--- src/rtl/swirl_acc_pkg.sv ---
// Shared types, default widths and overflow helper for the tree-sum accumulator.
package swirl_acc_pkg;

  localparam int DATA_W = 32;
  localparam int CNT_W  = 16;

  typedef enum logic [1:0] {
    IDLE,
    ACCUM,
    OUTPUT
  } acc_state_e;

  // Overflow of a single a+b step: sign flip for signed, carry-out for unsigned.
  function automatic logic add_ovf(input logic [DATA_W-1:0] a,
                                   input logic [DATA_W-1:0] b,
                                   input logic [DATA_W-1:0] sum,
                                   input logic              is_signed);
    logic [DATA_W:0] wide;
    wide = {1'b0, a} + {1'b0, b};
    if (is_signed) begin
      return (a[DATA_W-1] == b[DATA_W-1]) && (sum[DATA_W-1] != a[DATA_W-1]);
    end
    return wide[DATA_W];
  endfunction

endpackage

--- src/rtl/tree_sum_accumulator.sv ---
// Accumulates a configured number of tree-adder beats into one result and
// hands it to writeback over valid/ready, with zero-bubble restart.
module tree_sum_accumulator
  import swirl_acc_pkg::acc_state_e;
  import swirl_acc_pkg::IDLE;
  import swirl_acc_pkg::ACCUM;
  import swirl_acc_pkg::OUTPUT;
  import swirl_acc_pkg::add_ovf;
#(
  parameter int DATA_W = 32,
  parameter int CNT_W  = 16
) (
  input  logic              clk_i,
  input  logic              rst_i,
  input  logic [CNT_W-1:0]  cfg_len_i,
  input  logic              cfg_signed_i,
  input  logic [DATA_W-1:0] in_data_i,
  input  logic              in_valid_i,
  output logic              in_ready_o,
  output logic [DATA_W-1:0] out_data_o,
  output logic              out_overflow_o,
  output logic              out_valid_o,
  input  logic              out_ready_i,
  output logic              busy_o
);

  acc_state_e        state, state_nxt;
  logic [DATA_W-1:0] acc;
  logic [DATA_W-1:0] sum;
  logic              ovf;
  logic [CNT_W-1:0]  cnt;
  logic [CNT_W-1:0]  cnt_inc;
  logic [CNT_W-1:0]  len_q;
  logic [CNT_W-1:0]  len_eff;
  logic              signed_q;
  logic              beat;
  logic              load;
  logic              add;

  // A zero length is treated as a single-beat accumulation.
  assign len_eff = (cfg_len_i == '0) ? CNT_W'(1) : cfg_len_i;
  assign cnt_inc = cnt + CNT_W'(1);
  assign sum     = acc + in_data_i;

  assign out_data_o     = acc;
  assign out_overflow_o = ovf;

  // State register.
  always_ff @(posedge clk_i) begin
    if (rst_i) state <= IDLE;
    else       state <= state_nxt;
  end

  // Handshake outputs, datapath strobes and next-state selection.
  always_comb begin
    state_nxt   = state;
    in_ready_o  = 1'b0;
    out_valid_o = 1'b0;
    busy_o      = 1'b0;
    load        = 1'b0;
    add         = 1'b0;
    if (!rst_i) begin
      case (state)
        IDLE:    in_ready_o = 1'b1;
        ACCUM:   begin in_ready_o = 1'b1; busy_o = 1'b1; end
        OUTPUT:  begin out_valid_o = 1'b1; in_ready_o = out_ready_i; end
        default: ;
      endcase
    end
    beat = in_valid_i & in_ready_o;
    case (state)
      IDLE: begin
        if (beat) begin
          load      = 1'b1;
          state_nxt = (len_eff == CNT_W'(1)) ? OUTPUT : ACCUM;
        end
      end
      ACCUM: begin
        if (beat) begin
          add = 1'b1;
          if (cnt_inc == len_q) state_nxt = OUTPUT;
        end
      end
      OUTPUT: begin
        // in_ready follows out_ready here, so a beat implies the result is accepted.
        if (out_ready_i) begin
          if (beat) begin
            load      = 1'b1;
            state_nxt = (len_eff == CNT_W'(1)) ? OUTPUT : ACCUM;
          end else begin
            state_nxt = IDLE;
          end
        end
      end
      default: state_nxt = IDLE;
    endcase
  end

  // Accumulator, sticky overflow, beat counter and captured configuration.
  always_ff @(posedge clk_i) begin
    if (rst_i) begin
      acc      <= '0;
      ovf      <= 1'b0;
      cnt      <= '0;
      len_q    <= '0;
      signed_q <= 1'b0;
    end else if (load) begin
      acc      <= in_data_i;
      ovf      <= 1'b0;
      cnt      <= CNT_W'(1);
      len_q    <= len_eff;
      signed_q <= cfg_signed_i;
    end else if (add) begin
      acc <= sum;
      ovf <= ovf | add_ovf(acc, in_data_i, sum, signed_q);
      cnt <= cnt_inc;
    end
  end

endmodule
--- config.mk ---
export PLATFORM = sky130hd
export DESIGN_NAME = tree_sum_accumulator
export DESIGN_NICKNAME = d
export VERILOG_FILES = /design/src/rtl/swirl_acc_pkg.sv /design/src/rtl/tree_sum_accumulator.sv
export SDC_FILE = /design/constraint.sdc
export NUM_CORES = 1
export LEC_CHECK = 0
export BUFFER_PORTS_ARGS = -buffer_cell sky130_fd_sc_hd__buf_2
export CAP_MARGIN = 0
export CORE_MARGIN = 2
export CORE_UTILIZATION = 49
export CTS_BUF_LIST = sky130_fd_sc_hd__clkbuf_8
export DETAILED_ROUTE_END_ITERATION = 10
export PLACE_DENSITY = 0.83
export SKIP_LAST_GASP = 1
export SYNTH_ARGS = -nofsm -noshare
export SYNTH_HDL_FRONTEND = slang
export SYNTH_SLANG_ARGS = --single-unit
--- constraint.sdc ---
create_clock -name clk_i -period 3.35 [get_ports clk_i]
set_input_delay 0.335 -clock clk_i [delete_from_list [all_inputs] [get_ports clk_i]]
set_output_delay 0.335 -clock clk_i [all_outputs]
set_load 0.005 [all_outputs]
==> summary.md <==
| Metric | Value |
|---|---|
| Outcome | complete, no violations |
| CTS tree | built |
| Buf+Inv Stages, Crit Path | 1 |
| Simple-Gate Fraction of Synth Area | 21.5% |
| Slew headroom | 51.6% |
| Seq/Total Area, Yosys | 27.7% |
| Final Wtd Congestion | 0.894 |
| Final net count | 799 |
| Worst-Skew Late Latency | 0.36 ns |
| Area delta synth->final | 15.2% |
| Initial core utilization | 50.3% |
| Dominant cell type by area after synthesis | dfxtp_1 |
| Critical path arrival | 3.23 ns |
| First-pass GRT wire length | 22500 um |
| Critical Path Max Stage Delay | 0.40 ns |
| Delay-heaviest family, CP | compound AO/OA/AOI/OAI gates |
| Site Rows | 36 |
| CP startpoint kind | flip-flop |
| RSZ-0062 raised after global routing | no |
| Total CTS buffers | 9 |
| Syn. warnings | 0 |
| Leakage power | 2.42 nW |
| Die H | 104 um |
| Fillers | 920 |
| CTS Hold Buffers Added | 0 |
| CP Cell Sequence | ha_1, inv_1, fa_1, nand2b_1, a21oi_1, o21ai_0, o21bai_2, a21oi_1, a211oi_2, xor2_1, nand2_1, a211oi_1 |
| Core Footprint | 9770 sq um |
| DRT iter0 DRCs | 263 |
| Largest cells by area after synthesis | dfxtp_1 (28%), ha_1 (8.4%), a21oi_1 (6.1%), xnor2_1 (6.1%), nor2_1 (6.0%) |
| Worst vdd ir | 0.000297 V |
| Post-Syn Instances | 635 |
| Residual DRC count | 0 |
| Yosys reg bits | 68 |
| Crit path max fanout | 5 |
| CP max-delay cell | fa_1 |
| Tmin final | 2.96 ns |
| Total Routed Length | 13600 um |
| 1st-pass router iterations | 5 |
| # diodes | 0 |
| Yosys cell types | 62 |
| XOR/XNOR share of the synthesized area | 9.97% |
| Clk sinks | 68 |
| CP Class | reg2reg |
| Max clock buf depth | 2 |
| Ports | 89 |
| Layout Skew | 0.00561 ns |
| Asr flop ratio synth | 0% |
| PD cells | 394 nW/um^2 |
| Post_cts resized | 0 |
| Routed len/inst | 16.0 um |
| Port bufs | 88 |
| FF/Latch Area | 1360 sq um |
| Overall Global Routing Usage | 25.0% |
| Primary FF master, synth | dfxtp_1 |
| Synth Area in Adders | 8.80% |
| Multi-input logic area | 3380 sq um |
| Initial antenna violation count | 0 |
| DPL Wire Length | 10000 um |
| HP Class | in2reg |
| Worst slew pin tran | 0.724 ns |
| Largest family of logic cells by synthesized area | compound AO/OA/AOI/OAI gates |
| Post-synth net total | 722 |
| Layout cell share with drive strength beyond 1 | 17.6% |
| Final Setup Violations | 0 |
| Die ar. | 10900 sq um |
| Crit-path most repeated cell | a21oi_1 |
| H-tree depth | 3 |
| Post-DRT Antenna Nets | 0 |
| Grt ovf | 0 |
| Hold Vio Cnt, Final | 0 |
| Root Driver | clkbuf_8 |
| R2R depth | 12 |
| Worst path depth | 12 |
| MaxCap Viol Count | 0 |
| Pins Over Slew Limit | 0 |
| CP required | 3.62 ns |
| Max Clock Freq | 0.338 GHz |
| Worst setup EP type | flip-flop |
| Total power | 0.00223 W |
| Clk pin slew, worst setup/hold paths | 0.07 ns |
| Via count | 4991 |
| Post-route clock period utilization | 88.4% |
| Via density per instance | 5.87 |
| Vias in the first global route | 4869 |
| Fraction of synthesized area in multiplexers | 3.61% |
| Post-synthesis compound-gate area fraction | 24.8% |
| Mapped Area | 4920 sq um |
| Setup bufs post-CTS | 0 |
| Largest net degree at the start of global routing | 44 |
| Post-synth EDFFs | 0 |
| Setup TNS | 0 ns |
| Synth top area share | 27.7% |
| Die X | 104 um |
| Mean Syn Cell Area | 7.75 sq um |
| Worst hold path depth | 3 |
layout make-up:
cell class,instances,area share [%]
Multi-Input combinational cell,522,59.6
Sequential cell,68,24.0
Timing Repair Buffer,97,8.96
Tap cell,133,2.94
Clock buffer,11,2.67
Inverter,14,0.927
Clock inverter,5,0.905
registers in the layout, summed over array words and instances, names as in the netlist:
register / flops
out_data_o: 32
cnt: 16
len_q: 16
state: 2
out_overflow_o: 1
signed_q: 1
worst paths after layout:
path	start	to	slack, ns
min reg2reg	out_overflow_o$_SDFFE_PP0P_	out_overflow_o$_SDFFE_PP0P_	0.47
min	cfg_signed_i	signed_q$_SDFFE_PP0P_	0.18
max	out_data_o[0]$_SDFFE_PP0P_	out_data_o[28]$_SDFFE_PP0P_	0.39
max reg2reg	out_data_o[0]$_SDFFE_PP0P_	out_data_o[28]$_SDFFE_PP0P_	0.39
synth_stat cells (19+ instances only):
| master | n |
|---|---|
| a211oi_1 | 19 |
| a21oi_1 | 60 |
| clkbuf_1 | 22 |
| dfxtp_1 | 68 |
| ha_1 | 33 |
| nand2_1 | 60 |
| nor2_1 | 79 |
| nor3_1 | 22 |
| o21ai_0 | 35 |
| xnor2_1 | 34 |
| xor2_1 | 22 |
logic make-up after synthesis:
logic type | count (synthesis)
AOI/OAI and AO/OA | 189
DFF | 68
xor gates and xnor gates | 56
buffers and inverters | 45
muxes | 17
and+or+nand+nor | 226
adders and majority gates | 34
cells in the final DEF (no fill, tap or decap), types with 11 or more instances in the layout:
cell | Yosys | final
buf_2 | 4 | 88
nor2_1 | 79 | 79
dfxtp_1 | 68 | 68
nand2_1 | 60 | 60
a21oi_1 | 60 | 60
o21ai_0 | 35 | 35
xnor2_1 | 34 | 34
ha_1 | 33 | 33
nor3_1 | 22 | 22
xor2_1 | 22 | 22
a211oi_1 | 19 | 19
inv_1 | 13 | 14
a21o_1 | 14 | 14
mux2i_1 | 14 | 14
nand2b_1 | 12 | 12
clkbuf_8 | 0 | 11
tightest hold or removal path, cell delays in order:
cell,delay [ns]
buf_2,0.08
nand2_1,0.04
o21ai_0,0.05
where the power goes:
| part | leakage [nW] | switching, W | internal (W) | total, W |
|---|---|---|---|---|
| Sequential | 0.558 | 0.0000436 | 0.000857 | 0.000900 |
| Combinational | 1.76 | 0.000354 | 0.000266 | 0.000620 |
| Clock | 0.107 | 0.000332 | 0.000379 | 0.000712 |
per-stage QoR:
step	utilization (%)	setup WS [ns]	instances	hold slack (ns)	cell area, sq um
6_report	58.0	0.389	850	0.178	5670
5_1_grt	58.0	0.225	850	0.199	5670
4_1_cts	58.0	0.429	850	0.179	5670
3_5_place_dp	55.9	0.411	834	0.457	5460
3_3_place_gp	55.9	0.489	834	0.457	5460
2_1_floorplan	-	0.847	635	0.444	4920
metal layers:
layer | global-route usage [%] | up-vias | share of wire [%]
met1 | 30.1 | 2345 | 43
met5 | 0 | - | 0
met4 | 8.69 | 0 | 2.0
li1 | - | 2445 | -
met2 | 43.6 | 175 | 49
met3 | 5.64 | 26 | 5.9
(Power assumes the default switching activity.)
